### src/rtl/seven_seg_pkg.sv
// Shared constants and state encoding for the seven-segment scanner and its decoder.
package seven_seg_pkg;

    localparam logic [7:0] SEG_BLANK   = 8'h00;  // active-high decoder output, all segments off
    localparam logic [7:0] CATHODE_OFF = 8'hFF;  // active-low pins, all segments off

    typedef enum logic {
        OFF,
        RUN
    } scan_state_t;

endpackage

### src/rtl/seven_segment_decoder.sv
// BCD to seven-segment decoder, active-high, bit 7 always 0, bits 6..0 = g..a.
module seven_segment_decoder
    import seven_seg_pkg::*;
(
    input  logic [3:0] digit_i,
    output logic [7:0] seg_o
);

    // NOTE: assigning a default before the case keeps this purely combinational (no latch).
    always_comb begin
        seg_o = SEG_BLANK;
        case (digit_i)
            4'd0:    seg_o = 8'h3F;
            4'd1:    seg_o = 8'h06;
            4'd2:    seg_o = 8'h5B;
            4'd3:    seg_o = 8'h4F;
            4'd4:    seg_o = 8'h66;
            4'd5:    seg_o = 8'h6D;
            4'd6:    seg_o = 8'h7D;
            4'd7:    seg_o = 8'h07;
            4'd8:    seg_o = 8'h7F;
            4'd9:    seg_o = 8'h6F;
            default: seg_o = SEG_BLANK;
        endcase
    end

endmodule

### src/rtl/seven_segment_scanner.sv
// Time-multiplexed common-anode display driver: per-frame snapshot, per-slot blanking,
// optional leading-zero suppression, registered active-low ANODE/CATHODE pins.
module seven_segment_scanner
    import seven_seg_pkg::*;
#(
    parameter int NUM_DIGITS   = 4,
    parameter int REFRESH_DIV  = 100000,
    parameter int BLANK_CYCLES = 1000
) (
    input  logic                    clk,
    input  logic                    rst_n,
    input  logic                    enable_i,
    input  logic [4*NUM_DIGITS-1:0] digits_i,
    input  logic [NUM_DIGITS-1:0]   dp_i,
    input  logic                    blank_leading_i,
    output logic [NUM_DIGITS-1:0]   anode_o,
    output logic [7:0]              cathode_o,
    output logic                    frame_o
);

    localparam int CNT_W = (REFRESH_DIV > 1) ? $clog2(REFRESH_DIV) : 1;
    localparam int IDX_W = (NUM_DIGITS > 1) ? $clog2(NUM_DIGITS) : 1;
    localparam logic [CNT_W-1:0] CNT_LAST = CNT_W'(REFRESH_DIV - 1);
    localparam logic [IDX_W-1:0] IDX_LAST = IDX_W'(NUM_DIGITS - 1);

    scan_state_t             state_q, state_d;
    logic [CNT_W-1:0]        cnt_q, cnt_d;
    logic [IDX_W-1:0]        idx_q, idx_d;
    logic [4*NUM_DIGITS-1:0] snap_digits_q, snap_digits_d;
    logic [NUM_DIGITS-1:0]   snap_dp_q, snap_dp_d;
    logic [NUM_DIGITS-1:0]   anode_q, anode_d;
    logic [7:0]              cathode_q, cathode_d;
    logic                    frame_q, frame_d;

    logic                    load_snap;
    logic [NUM_DIGITS-1:0]   suppress;
    logic [3:0]              sel_nibble;
    logic                    sel_dp;
    logic                    sel_suppress;
    logic                    in_blank;
    logic [7:0]              dec_seg;

    // Sequencer: slot counter, slot index and snapshot reload at each frame start.
    always_comb begin
        state_d       = state_q;
        cnt_d         = cnt_q;
        idx_d         = idx_q;
        snap_digits_d = snap_digits_q;
        snap_dp_d     = snap_dp_q;
        load_snap     = 1'b0;

        unique case (state_q)
            OFF: begin
                if (enable_i) begin
                    state_d   = RUN;
                    cnt_d     = '0;
                    idx_d     = '0;
                    load_snap = 1'b1;
                end
            end
            RUN: begin
                if (!enable_i) begin
                    state_d = OFF;
                    cnt_d   = '0;
                    idx_d   = '0;
                end else if (cnt_q == CNT_LAST) begin
                    cnt_d = '0;
                    if (idx_q == IDX_LAST) begin
                        idx_d     = '0;
                        load_snap = 1'b1;
                    end else begin
                        idx_d = idx_q + 1'b1;
                    end
                end else begin
                    cnt_d = cnt_q + 1'b1;
                end
            end
            default: state_d = OFF;
        endcase

        if (load_snap) begin
            snap_digits_d = digits_i;
            snap_dp_d     = dp_i;
        end
        frame_d = load_snap;
    end

    // A slot stays dark only while it and every more-significant slot hold zero with no DP,
    // so a lit decimal point keeps the zeros to its right visible.
    always_comb begin
        logic tail_zero;
        tail_zero = 1'b1;
        suppress  = '0;
        for (int s = NUM_DIGITS - 1; s >= 0; s--) begin
            tail_zero   = tail_zero && (snap_digits_d[4*s +: 4] == 4'd0) && !snap_dp_d[s];
            suppress[s] = blank_leading_i && tail_zero;
        end
        suppress[0] = 1'b0;
    end

    always_comb begin
        sel_nibble   = 4'd0;
        sel_dp       = 1'b0;
        sel_suppress = 1'b0;
        for (int s = 0; s < NUM_DIGITS; s++) begin
            if (idx_d == IDX_W'(s)) begin
                sel_nibble   = snap_digits_d[4*s +: 4];
                sel_dp       = snap_dp_d[s];
                sel_suppress = suppress[s];
            end
        end
    end

    seven_segment_decoder u_decoder (
        .digit_i (sel_nibble),
        .seg_o   (dec_seg)
    );

    // Outputs are derived from the post-edge state so pins and counters stay aligned.
    always_comb begin
        in_blank  = int'(cnt_d) < BLANK_CYCLES;
        anode_d   = '1;
        cathode_d = CATHODE_OFF;
        if (state_d == RUN) begin
            cathode_d = ~({sel_dp, 7'b0} | (dec_seg & 8'h7F));
            if (!in_blank && !sel_suppress) begin
                anode_d = ~(NUM_DIGITS'(1) << idx_d);
            end
        end
    end

    // NOTE: sequential state uses non-blocking assignments so every register samples pre-edge values.
    always_ff @(posedge clk or negedge rst_n) begin
        if (!rst_n) begin
            state_q       <= OFF;
            cnt_q         <= '0;
            idx_q         <= '0;
            snap_digits_q <= '0;
            snap_dp_q     <= '0;
            anode_q       <= '1;
            cathode_q     <= CATHODE_OFF;
            frame_q       <= 1'b0;
        end else begin
            state_q       <= state_d;
            cnt_q         <= cnt_d;
            idx_q         <= idx_d;
            snap_digits_q <= snap_digits_d;
            snap_dp_q     <= snap_dp_d;
            anode_q       <= anode_d;
            cathode_q     <= cathode_d;
            frame_q       <= frame_d;
        end
    end

    assign anode_o   = anode_q;
    assign cathode_o = cathode_q;
    assign frame_o   = frame_q;

endmodule

### config.mk
export PLATFORM = sky130hd
export DESIGN_NAME = seven_segment_scanner
export DESIGN_NICKNAME = d
export VERILOG_FILES = /design/src/rtl/seven_seg_pkg.sv /design/src/rtl/seven_segment_decoder.sv /design/src/rtl/seven_segment_scanner.sv
export SDC_FILE = /design/constraint.sdc
export NUM_CORES = 1
export LEC_CHECK = 0
export CORE_AREA = 5 5 58 111
export CTS_BUF_LIST = sky130_fd_sc_hd__clkbuf_16
export DETAILED_ROUTE_END_ITERATION = 10
export DIE_AREA = 0 0 63 116
export GPL_TIMING_DRIVEN = 0
export PLACE_DENSITY = 0.77
export SETUP_SLACK_MARGIN = 0.2
export SLEW_MARGIN = 20
export SYNTH_ARGS = -nofsm -noshare
export SYNTH_HDL_FRONTEND = slang
export SYNTH_SLANG_ARGS = --single-unit
### constraint.sdc
create_clock -name clk -period 5.45 [get_ports clk]
set_input_delay 1.09 -clock clk [delete_from_list [all_inputs] [get_ports clk]]
set_output_delay 1.09 -clock clk [all_outputs]
set_load 0.01 [all_outputs]
=== Word-level counts from Yosys, hierarchy flattened ===
Memories as Yosys holds them, arrays and structs flattened.
Cells that the tools add are included.

* Memories kept: 1
* Bits in latches: 0
* Memory bits (writable): 0
* ROM bits: 112
* Register bits after elaboration: 53
* Output and inout port bits: 13

* Order comparisons: 1
* Mux-type cells: 30
* $mul: 0
* Reduce and logical (&&, ||, !) cells: 18
* Eq/ne operators: 5
* Divide/modulo/power cells: 0
* Bitwise gates (word level): 4
* Add/subtract/negate cells: 2
* Shift operators: 1

{| class="wikitable"
|+ Memory list
! memory !! depth !! width !! rd ports !! clocked after memory_dff !! wr ports !! line !! source
|-
| (name not given) || 16 || 7 || 1 || 0 || 0 || seven_segment_decoder.sv:12 || <nowiki>case (digit_i)</nowiki>
|}

{| class="wikitable"
|+ Operators by type and width
! cell !! count
|-
| $mux W17 || 3
|-
| $pmux W17 S2 || 1
|-
| $mux W4 || 7
|-
| $add A17 B1 Y17 const B || 1
|-
| $eq A17 B17 Y1 const B || 1
|-
| $lt A17 B10 Y1 const B || 1
|-
| $mux W16 || 1
|-
| $logic_not A4 Y1 || 3
|-
| $mux W1 || 11
|-
| $logic_and A1 B1 Y1 || 9
|-
| $mux W2 || 4
|-
| $mux W8 || 1
|-
| $not A8 Y8 || 1
|-
| $or A8 B7 Y8 || 1
|-
| $eq A2 B2 Y1 const B || 3
|-
| $logic_not A1 Y1 || 5
|-
| $not A4 Y4 || 1
|-
| $pmux W2 S2 || 1
|-
| $shl A1 B2 Y4 const A || 1
|-
| $add A2 B1 Y2 const B || 1
|-
| $eq A2 B1 Y1 const B || 1
|-
| $logic_not A2 Y1 || 1
|-
| $pmux W1 S2 || 1
|-
| $not A1 Y1 || 1
|}

=== Depth between registers and ports, before layout ===
Gate-level depths: netlist of the first run.

* Depth in word-level cells: 20
* Gate-level depth with buffers: 15

=== Cells and area by module ===
A second synthesis of the first run with hierarchy kept.

* Cells, all modules: 295
* Area, all modules: 3041.7 µm²

{| class="wikitable"
|+ By module, submodules not included
! module !! times used !! cells each !! seq. area each (µm²) !! area each (µm²)
|-
| seven_segment_scanner || 1 || 265 || 1341.3 || 2810.2
|-
| seven_segment_decoder || 1 || 30 || 0.0 || 231.5
|}

=== Worst setup path before layout of the first run ===
No wires, ideal clock.

* Path type: input-to-reg
* Start point: in enable_i
* End point: reg cathode_q[3] (netlist: cathode_o[3])
* Data required time: 5.369 ns
* Arrival time: 3.232 ns
* Slack: 2.138 ns
* Buffers on the path: 2
* Cell stages on the path: 11
* Cell sequence: clkbuf_1 nand2_1 o22ai_2 buf_4 mux2_2 mux2_2 nand2_1 o31ai_1 inv_1 ha_1 a32oi_1

* Elaborated cells between the ends (all ways): 19

{| class="wikitable"
|+ RTL lines
! what !! line !! source
|-
| from (decl) || seven_segment_scanner.sv:12 || <nowiki>input logic enable_i,</nowiki>
|-
| $mux W1 (on tied branches) || seven_segment_scanner.sv:62, seven_segment_scanner.sv:54 ||
|-
| $pmux W1 S2 (*) || seven_segment_scanner.sv:52 || <nowiki>unique case (state_q)</nowiki>
|-
| $mux W16 (*) || seven_segment_scanner.sv:81 || <nowiki>if (load_snap) begin</nowiki>
|-
| named net snap_digits_d[4] || seven_segment_scanner.sv:29 || <nowiki>logic [4*NUM_DIGITS-1:0] snap_digits_q, snap_digits_d;</nowiki>
|-
| $mux W4 (*) (3 in series) || seven_segment_scanner.sv:106 || <nowiki>if (idx_d == IDX_W'(s)) begin</nowiki>
|-
| $mem_v2 Z16 W7 (*) || - ||
|-
| $or A8 B7 Y8 (*) || seven_segment_scanner.sv:125 || <nowiki>cathode_d = ~({sel_dp, 7'b0} | (dec_seg & 8'h7F));</nowiki>
|-
| $not A8 Y8 (*) || seven_segment_scanner.sv:125 ||
|-
| $mux W8 (*) || seven_segment_scanner.sv:124 || <nowiki>if (state_d == RUN) begin</nowiki>
|-
| named net cathode_d[3] || seven_segment_scanner.sv:32 || <nowiki>logic [7:0] cathode_q, cathode_d;</nowiki>
|-
| to (signal assigned) || seven_segment_scanner.sv:150 || <nowiki>cathode_q <= cathode_d;</nowiki>
|-
| to (decl) || seven_segment_scanner.sv:32 ||
|}

The timed path passes the listed nets; every way through them passes the cells marked *.

=== Worst setup path after layout of the first run ===
Ends and elaborated chain as after synthesis.

==> results.md, run 1 <==
* Kind of critical path: input pin to flip-flop
* Total GRT Usage at 0.1996
* Endpoint type of the worst setup path: flip-flop
* Top Ports at 37
* Syn_nets at 316
* Post-Layout Cell Count at 390
* Most common cell after layout, fill and taps aside: dfrtp_1
* Largest stage delay, worst path at 570 ps
* Avg Inst Size Synth at 10.11 um2
* Asr flop ratio synth at 1.000
* Slew Limit Fails at 0
* Pwr Total at 0.0009194 W
* Worst hold path class: flip-flop to flip-flop
* Diodes inserted at 0
* Max-Cap Viols at 0
* First-pass GRT wire length at 11,340 um
* Measured slew at the worst slew-check pin at 767.7 ps
* P_leak at 1.481 nW
* Commonest non-fill, non-tap cells in the layout: 41 x dfrtp_1, 35 x clkdlybuf4s50_1, 27 x nand2_1
* CTS tree: done
* Hold_buf cts at 0
* Drt pass-1 iters at 6
* Post-synth EDFFs at 0
* CP max-delay cell: clkdlybuf4s50_1
* Delay-heaviest family, CP: buffers and inverters
* Outcome: finished, final reports clean
* Start point of the worst hold path: snap_digits_q[1]$_DFF_PN0_
* FF-to-FF End: cathode_o[3]$_DFF_PN1_
* Drt drc at 0
* R2R Setup Slk at 2030 ps
* Endpoints failing setup at 0
* Postcts setup bufs at 0
* Vias per cell at 6.041
* Slew headroom at 0.4835
* Die span in x at 63 um
* GRT overflow at 0
* Crit-path max FO at 10
* Hold endpoint: snap_digits_q[1]$_DFF_PN0_
* Clock skew at 5.669 ps
* RePlAce Congestion at 0.8526
* Clk sink count at 53
* Mapped Cells at 286
* Drt total wl at 7031 um
* WP data required at 5660 ps
* Cts bufs inserted at 5
* Final min period at 4154 ps
* Period utilisation layout at 0.7622
* Final Hold Viols at 0
* Post-Syn Area at 2892 um2
* Initial Util at 0.5288
* CTS resizes at 0
* CP Launch Type: input pin
* PortBufs at 36
* Die Height at 116 um
* R2R cell count at 13
* Placed Cells at 382
* Worst r2r src: cnt_q[0]$_DFFE_PN0P_
* P&R area growth vs syn at 19.90%
* RSZ-0062 raised after global routing: false
* Vias in the first global route at 2,483
* Crit path buffers/inverters at 4
* Pwr Density at 265.2 nW/um2
* Clock Path Buffers at 2
* Antenna violations before repair at 0
* FILL cells at 448
* DR iter-0 viols at 133
* WP data arrival at 4360 ps
* Row cnt at 38
* HPWL Detailed at 5280 um
* Clock Pin Slew Worst Setup and Hold Paths at 70 ps
* Die area at 7308 um2
* Detail Route Antenna Nets at 0
* Sequential element share of the synthesized area at 0.4639
* Fmax at 240.7 MHz
* DR WL/cell at 18.03 um
* Fin nets at 359
* Main synth FF type: dfrtp_1
* Core ar. at 5468 um2
* Synthesized flop and latch total at 53
* Worst-skew pair later-pin latency at 290 ps
* Setup TNS at 0 ps
* Yosys warnings at 0
* Yosys cell types at 49
* Largest net degree at the start of global routing at 54
* Crit-path cells: clkdlybuf4s50_1 -> clkbuf_1 -> nand2_1 -> o22ai_2 -> buf_4 -> mux2_2 -> mux2_2 -> nand2_1 -> o31ai_1 -> inv_1 -> ha_1 -> a32oi_1
* Vias at 2,356
* Maximum vdd drop at 0.2516 mV
* WHS Path Cells at 2
* Root buffer cell: clkbuf_16
* Depth of the CTS H-tree at 2
* Layout cells sized above 1 at 0.1545
sequential cells by signal (all words and copies together) (netlist names):
name and flops:
cnt_q 17, anode_o 4, cathode_o 8, idx_q 2, snap_dp_q 4, state_q 1
snap_digits_q 16, frame_o 1
worst min-delay path, stage by stage, from the launching register on:
cell	delay, ps
dfrtp_1	330
mux2i_1	80
inv_1	60
synth_stat cells (all sizes together) (7+ instances only):
| cell type | n | area [um2] |
|---|---|---|
| a21oi | 8 | 40.04 |
| dfrtp | 41 | 1026 |
| dfstp | 12 | 315.3 |
| inv | 18 | 67.56 |
| mux2 | 17 | 198.9 |
| mux2i | 18 | 180.2 |
| nand2 | 27 | 101.4 |
| nand3 | 10 | 50.05 |
| nand4 | 7 | 43.79 |
| nor2 | 26 | 100.1 |
| nor3 | 8 | 40.04 |
| o21ai | 19 | 95.09 |
metrics by stage:
stage	worst slack (ps)	cell area, um2	util	hold WS, ps
2_1_floorplan	2138	2892	-	446.0
3_3_place_gp	1027	3327	0.6085	468.8
3_5_place_dp	1037	3324	0.6080	474.5
4_1_cts	1309	3467	0.6341	491.7
5_1_grt	997.5	3467	0.6341	531.2
6_report	1296	3467	0.6341	489.7
final cells by class:
| cell class | instances | area (um2) | share of cell area |
|---|---|---|---|
| inverters | 18 | 67.56 | 0.01949 |
| flip-flops and latches | 53 | 1341 | 0.3869 |
| repair buffers | 36 | 357.8 | 0.1032 |
| multi-input cells | 205 | 1424 | 0.4107 |
| plain buffers | 10 | 58.81 | 0.01696 |
| clock buffers | 5 | 125.1 | 0.03609 |
| clock inverters | 3 | 17.52 | 0.005052 |
| well taps | 60 | 75.07 | 0.02165 |
where the power goes:
group	total [W]	internal, W	switching, W
Sequential	0.000449	0.000432	0.0000170
Combinational	0.000158	0.0000768	0.0000809
Clock	0.000312	0.000169	0.000144
Total	0.000919	0.000678	0.000241
worst max-delay path by stage:
| stage | startpoint | to | depth (start not counted) |
|---|---|---|---|
| floorplan | enable_i | cathode_o[3]$_DFF_PN1_ | 11 |
| global placement | enable_i | cathode_o[3]$_DFF_PN1_ | 12 |
| detailed placement | enable_i | cathode_o[3]$_DFF_PN1_ | 12 |
| CTS | enable_i | cathode_o[3]$_DFF_PN1_ | 12 |
| global route | enable_i | cathode_o[5]$_DFF_PN1_ | 14 |
| finish | enable_i | cathode_o[3]$_DFF_PN1_ | 12 |
cells by family (layout without fill, tap and decap cells):
| family | Yosys count | after routing | share of synthesized area |
|---|---|---|---|
| multiplexers | 35 | 35 | 0.1311 |
| XOR/XNOR | 7 | 7 | 0.02120 |
| buffers and inverters | 28 | 72 | 0.04370 |
| AO/OA/AOI/OAI | 53 | 53 | 0.1242 |
| flip-flops | 53 | 53 | 0.4639 |
| AND/OR/NAND/NOR | 104 | 104 | 0.1900 |
| adder cells (fa/ha/maj) | 6 | 6 | 0.02596 |
layer usage:
metal  part of all wire  track usage
met5                  0            0
met4              0.055       0.1289
met3              0.037      0.03395
met2               0.56       0.3900
met1               0.35       0.1818
Power figures use the tool's default switching activity.
==> run 2: changes to the inputs <==
CORE_AREA = 5 5 60 116   (was 5 5 58 111)
DIE_AREA = 0 0 65 121   (was 0 0 63 116)
PLACE_DENSITY = 0.74   (was 0.77)
clock period = 3.75 ns   (was 5.45 ns; I/O delays follow)
==> results.md, run 2 (synthesized netlist as in run 1, its figures left out) <==
* Comb power frac at 0.157 (-0.014)
* Cts bufs inserted at 5 (unchanged)
* Detail Route Antenna Nets at 0 (unchanged)
* Post-Layout Cell Count at 394 (+1.0%)
* Hold_buf cts at 0 (unchanged)
* Initial Util at 0.4855 (-0.04333)
* First-pass GRT wire length at 11,240 um (-0.91%)
* RePlAce Congestion at 0.9246 (+8.4%)
* Commonest non-fill, non-tap cells in the layout: 41 x dfrtp_1, 35 x clkdlybuf4s50_1, 27 x nand2_1
* Outcome: finished, final reports clean
* Endpoints failing setup at 0 (unchanged)
* Diodes inserted at 0 (unchanged)
* Fin nets at 360 (+0.28%)
* Clock Pin Slew Worst Setup and Hold Paths at 70 ps (about the same)
* PortBufs at 36 (unchanged)
* Measured slew at the worst slew-check pin at 758.3 ps (-9.446 ps)
* Most common cell after layout, fill and taps aside: dfrtp_1
* Clock Path Buffers at 2 (unchanged)
* Dpl cell area at 3328 um2 (+0.11%)
* Net Sw Frac at 0.2353 (-0.02717)
* Setup ws final at 388.3 ps (-907.7 ps)
* Fmax at 297.5 MHz
* Worst hold path class: input pin to asynchronous set/reset pin
* Drt total wl at 7070 um (+0.55%)
* Top Ports at 37 (unchanged)
* Vias per cell at 5.939 (-1.7%)
* Vias at 2,340 (-0.68%)
* Row cnt at 40 (+5.3%)
* Slew headroom at 0.4926 (+0.009150)
* Clk sink count at 53 (unchanged)
* Final min period at 3362 ps
* Antenna violations before repair at 0 (unchanged)
* Kind of critical path: input pin to flip-flop
* Layout cells sized above 1 at 0.1662 (+0.01162)
* Int Pwr at 0.001122 W (+65%)
* DR WL/cell at 17.94 um (-0.47%)
* Die Height at 121 um (+4.3%)
* DR iter-0 viols at 108 (-19%)
* Crit-path max FO at 10 (unchanged)
* Finished Cell Area at 3536 um2 (+2.0%)
* Flop pwr share at 0.443 (-0.046)
* Final Hold Viols at 0 (unchanged)
* Total GRT Usage at 0.1917 (-0.007938)
* Clock skew at 5.313 ps (-0.3561 ps)
* Pwr Density at 415.0 nW/um2 (+56%)
* Maximum vdd drop at 0.3711 mV (+47%)
* Endpoint type of the worst setup path: flip-flop
* Root buffer cell: clkbuf_16
* WP data required at 3960 ps (-1700 ps)
* CP Launch Type: input pin
* Depth of the CTS H-tree at 2 (unchanged)
* RSZ-0062 raised after global routing: false
* Core ar. at 5956 um2 (+8.9%)
* Clock group share of total power at 0.399 (+0.059)
* NetSw at 0.0003453 W (+43%)
* Slew Limit Fails at 0 (unchanged)
* Drt drc at 0 (unchanged)
* Setup TNS at 0 ps (unchanged)
* Period utilisation layout at 0.8964
* Die area at 7865 um2 (+7.6%)
* Largest net degree at the start of global routing at 54 (unchanged)
* Vias in the first global route at 2,404 (-3.2%)
* Drt pass-1 iters at 4 (-2)
* WP data arrival at 3570 ps (-790 ps)
* Place WS at -358.9 ps (-1395 ps)
* GRT overflow at 0 (unchanged)
* P_leak at 1.517 nW (+2.4%)
* Largest register FFs at 17 (unchanged)
* HPWL Detailed at 5359 um (+1.5%)
* Reg with most FFs: cnt_q
* Worst-skew pair later-pin latency at 290 ps (about the same)
* P&R area growth vs syn at 22.28%
* Die span in x at 65 um (+3.2%)
* Placed Cells at 385 (+0.79%)
* CTS tree: done
* Max-Cap Viols at 0 (unchanged)
-- run 2: power by group through the flow --
| stage | logic [W] | registers, W | clock network, W |
|---|---|---|---|
| CTS | 0.000233 | 0.000651 | 0.000598 |
| floorplan | 0.000124 | 0.000662 | 0 |
| detailed placement | 0.000230 | 0.000660 | 0 |
| global route | 0.000255 | 0.000656 | 0.000615 |
| finish | 0.000231 | 0.000651 | 0.000586 |
| global placement | 0.000227 | 0.000658 | 0 |
-- run 2: critical path, stage by stage --
cell and delay (ps):
clkdlybuf4s50_1 570, and2_1 150, clkbuf_2 180, nand2_1 70, mux2_4 280, a21boi_4 170, buf_6 180, inv_1 90
nor2_1 60, o31ai_1 390, inv_1 120, ha_1 320, nor2_1 50, o21ai_0 180
-- run 2: area by class of cell --
type	count	area (um2)
repair buffers	37	365.4
flip-flops and latches	53	1341
multi-input cells	205	1431
clock inverters	3	65.06
fillers	494	2420
clock buffers	5	125.1
inverters	18	67.56
well taps	63	78.83
plain buffers	10	61.31
-- run 2: per-stage QoR --
| stage | hold WS (ps) | power (W) | util |
|---|---|---|---|
| after floorplan | 446.0 | 0.0007860 | - |
| after global placement | 465.9 | 0.0008850 | 0.5592 |
| after detailed placement | 465.3 | 0.0008905 | 0.5588 |
| after CTS | 487.4 | 0.001482 | 0.5935 |
| after global routing | 525.4 | 0.001525 | 0.5937 |
| final | 475.6 | 0.001467 | 0.5937 |
-- run 2: per-layer routing --
layer,part of all wire,GRT usage,wire [um]
met1,0.33,0.1680,2332
met3,0.034,0.02966,242
met5,0,0,0
met2,0.59,0.3765,4176
met4,0.045,0.1285,319
-- run 2: path summary, 6_finish.rpt --
path / to / slack [ps] / depth (start not counted) / start
worst max-delay path: cathode_o[1]$_DFF_PN1_ / 390 / 14 / enable_i
worst min-delay path: snap_digits_q[7]$_DFF_PN0_ / 480 / 1 / rst_n
worst max register to register: cathode_o[1]$_DFF_PN1_ / 490 / 14 / cnt_q[0]$_DFFE_PN0P_
worst min register to register: snap_digits_q[1]$_DFF_PN0_ / 480 / 2 / snap_digits_q[1]$_DFF_PN0_
max in group asynchronous: cnt_q[8]$_DFF_PN0_ / 2810 / 1 / rst_n
min in group clk: snap_digits_q[1]$_DFF_PN0_ / 480 / 2 / snap_digits_q[1]$_DFF_PN0_
-- run 2: timing repair --
item                                    in CTS  in global routing
endpoints found under the setup margin       7                  4
gates cloned                                 0                  0
gates resized for setup                      2                  2
buffers inserted                             1                  0
pin swaps                                    1                  0
==> run 3: changes to the inputs <==
CORE_AREA = 10 10 63 116   (was 5 5 60 116)
DIE_AREA = 0 0 73 126   (was 0 0 65 121)
PLACE_DENSITY = 0.77   (was 0.74)
clock period = 4.4 ns   (was 3.75 ns; I/O delays follow)
==> results.md, run 3 (synthesized netlist as in run 1, its figures left out) <==
* Outcome: finished, final reports clean
* Dpl cell area at 3324 um2 (-0.11%)
* GRT overflow at 0 (unchanged)
* Vias in the first global route at 2,410 (+0.25%)
* FF-to-FF End: cathode_o[3]$_DFF_PN1_
* Clock Pin Slew Worst Setup and Hold Paths at 70 ps (about the same)
* R2R Setup Slk at 960 ps (+470 ps)
* RePlAce Congestion at 0.8665 (-6.3%)
* Die area at 9198 um2 (+17%)
* RSZ-0062 raised after global routing: false
* Pwr Total at 0.001143 W (-22%)
* WP data required at 4610 ps (+650 ps)
* Pwr Density at 329.3 nW/um2 (-21%)
* Worst-skew pair later-pin latency at 300 ps (about the same)
* Place WS at 107.5 ps (+466.4 ps)
* CP max-delay cell: clkdlybuf4s50_1
* Vias per cell at 6.049 (+1.8%)
* Maximum vdd drop at 0.4997 mV (+35%)
* DR iter-0 viols at 139 (+29%)
* DR WL/cell at 17.96 um (about the same)
* Period utilisation layout at 0.9025
* Final Core Density at 0.6404 (+0.04665)
* Clock skew at 5.642 ps (+0.3290 ps)
* Worst r2r src: cnt_q[0]$_DFFE_PN0P_
* Row cnt at 38 (-5.0%)
* Final min period at 3971 ps
* Layout cells sized above 1 at 0.1576 (-0.008587)
* Fmax at 251.8 MHz
* Commonest non-fill, non-tap cells in the layout: 41 x dfrtp_1, 35 x clkdlybuf4s50_1, 27 x nand2_1
* Die span in x at 73 um (+12%)
* Diodes inserted at 0 (unchanged)
* Multi-input logic area at 1424 um2 (-0.52%)
* CP Launch Type: input pin
* Drt total wl at 7004 um (-0.93%)
* First-pass GRT wire length at 11,570 um (+2.9%)
* Max-Cap Viols at 0 (unchanged)
* Total GRT Usage at 0.1597 (-0.03192)
* Endpoints failing setup at 0 (unchanged)
* Initial Util at 0.5335 (+0.04797)
* Core ar. at 5420 um2 (-9.0%)
* Detail Route Antenna Nets at 0 (unchanged)
* Finished Cell Area at 3471 um2 (-1.8%)
* Setup TNS at 0 ps (unchanged)
* Clock Path Buffers at 2 (unchanged)
* Largest register FFs at 17 (unchanged)
* Depth of the CTS H-tree at 2 (unchanged)
* CP Launch Point: enable_i
* Clk sink count at 53 (unchanged)
* P&R area growth vs syn at 20.03%
* Critical Path End: cathode_o[3]$_DFF_PN1_
* Crit-path max FO at 10 (unchanged)
* Measured slew at the worst slew-check pin at 729.0 ps (-29.28 ps)
* Most common cell after layout, fill and taps aside: dfrtp_1
* Crit-path cells: clkdlybuf4s50_1 -> clkbuf_1 -> nand2_1 -> o22ai_2 -> buf_4 -> mux2_2 -> mux2_2 -> nand2_1 -> o31ai_1 -> inv_1 -> ha_1 -> a32oi_1
* P_leak at 1.480 nW (-2.4%)
* Endpoint type of the worst setup path: flip-flop
* Largest stage delay, worst path at 570 ps (about the same)
* Vias at 2,359 (+0.81%)
* Antenna violations before repair at 0 (unchanged)
* Postcts setup bufs at 0 (-1)
* Reg with most FFs: cnt_q
* Seq. cell area at 1341 um2 (unchanged)
* Hold_buf cts at 0 (unchanged)
* HPWL Detailed at 5363 um (about the same)
* WHS Path Cells at 2
* FILL cells at 467 (-5.5%)
* CTS resizes at 0 (-2)
* Slew headroom at 0.5122 (+0.01959)
* Fin nets at 359 (-0.28%)
* Drt pass-1 iters at 4 (unchanged)
* Kind of critical path: input pin to flip-flop
* R2R cell count at 12 (-2)
* PortBufs at 36 (unchanged)
* Largest net degree at the start of global routing at 54 (unchanged)
* CTS tree: done
* Worst hold path class: flip-flop to flip-flop
* Cts bufs inserted at 5 (unchanged)
* Top Ports at 37 (unchanged)
* Die Height at 126 um (+4.1%)
* Final Hold Viols at 0 (unchanged)
* Slew Limit Fails at 0 (unchanged)
* Setup ws final at 428.8 ps (+40.44 ps)
* Drt drc at 0 (unchanged)
* Root buffer cell: clkbuf_16
* WP data arrival at 4180 ps (+610 ps)
-- run 3: cell count changes in the layout (fill, tap and decap cells not counted), sizes merged --
cell	previous run	this run
buf	8	7
bufinv	2	0
clkinvlp	0	1
inv	18	19
-- run 3: metrics by stage --
stage               hold WS [ps]  cells
finish                     486.4    390
global route               521.3    390
CTS                        493.4    390
detailed placement         476.1    382
global placement           464.2    382
floorplan                  446.0    286
-- run 3: per-layer routing --
layer | global-route usage | part of all wire | vias up
met2 | 0.2954 | 0.58 | 60
met5 | 0 | 0 | -
met1 | 0.1447 | 0.35 | 1159
li1 | - | - | 1120
met4 | 0.09775 | 0.045 | 0
met3 | 0.03931 | 0.027 | 20
-- run 3: power breakdown --
part	total (W)	switching, W	internal (W)
clock	0.000393	0.000181	0.000212
sequential	0.000554	0.0000182	0.000535
combinational	0.000196	0.000102	0.0000947
-- run 3: layout make-up --
class / instances / area share
tap: 60 / 0.02163
clock inverter: 3 / 0.006128
timing repair buffer: 36 / 0.1031
clock buffer: 5 / 0.03605
inverter: 18 / 0.01947
buffer: 10 / 0.01694
multi-input combinational: 205 / 0.4102
sequential: 53 / 0.3864
-- run 3: worst min path at each step --
stage | end | startpoint | slack, ps
3_3_place_gp | snap_digits_q[1]$_DFF_PN0_ | snap_digits_q[1]$_DFF_PN0_ | 460
4_1_cts | snap_digits_q[3]$_DFF_PN0_ | snap_digits_q[3]$_DFF_PN0_ | 490
5_1_grt | snap_digits_q[2]$_DFF_PN0_ | snap_digits_q[2]$_DFF_PN0_ | 520
3_5_place_dp | snap_digits_q[3]$_DFF_PN0_ | snap_digits_q[3]$_DFF_PN0_ | 480
2_1_floorplan | snap_digits_q[1]$_DFF_PN0_ | snap_digits_q[1]$_DFF_PN0_ | 450
6_report | snap_digits_q[3]$_DFF_PN0_ | snap_digits_q[3]$_DFF_PN0_ | 490
-- run 3: critical path, delay by kind of cell --
kind,cells,cell delay [ps]
adder cells (fa/ha/maj),1,240
buffers and inverters,4,1360
AND/OR/NAND/NOR,2,190
multiplexers,2,660
AO/OA/AOI/OAI,3,830
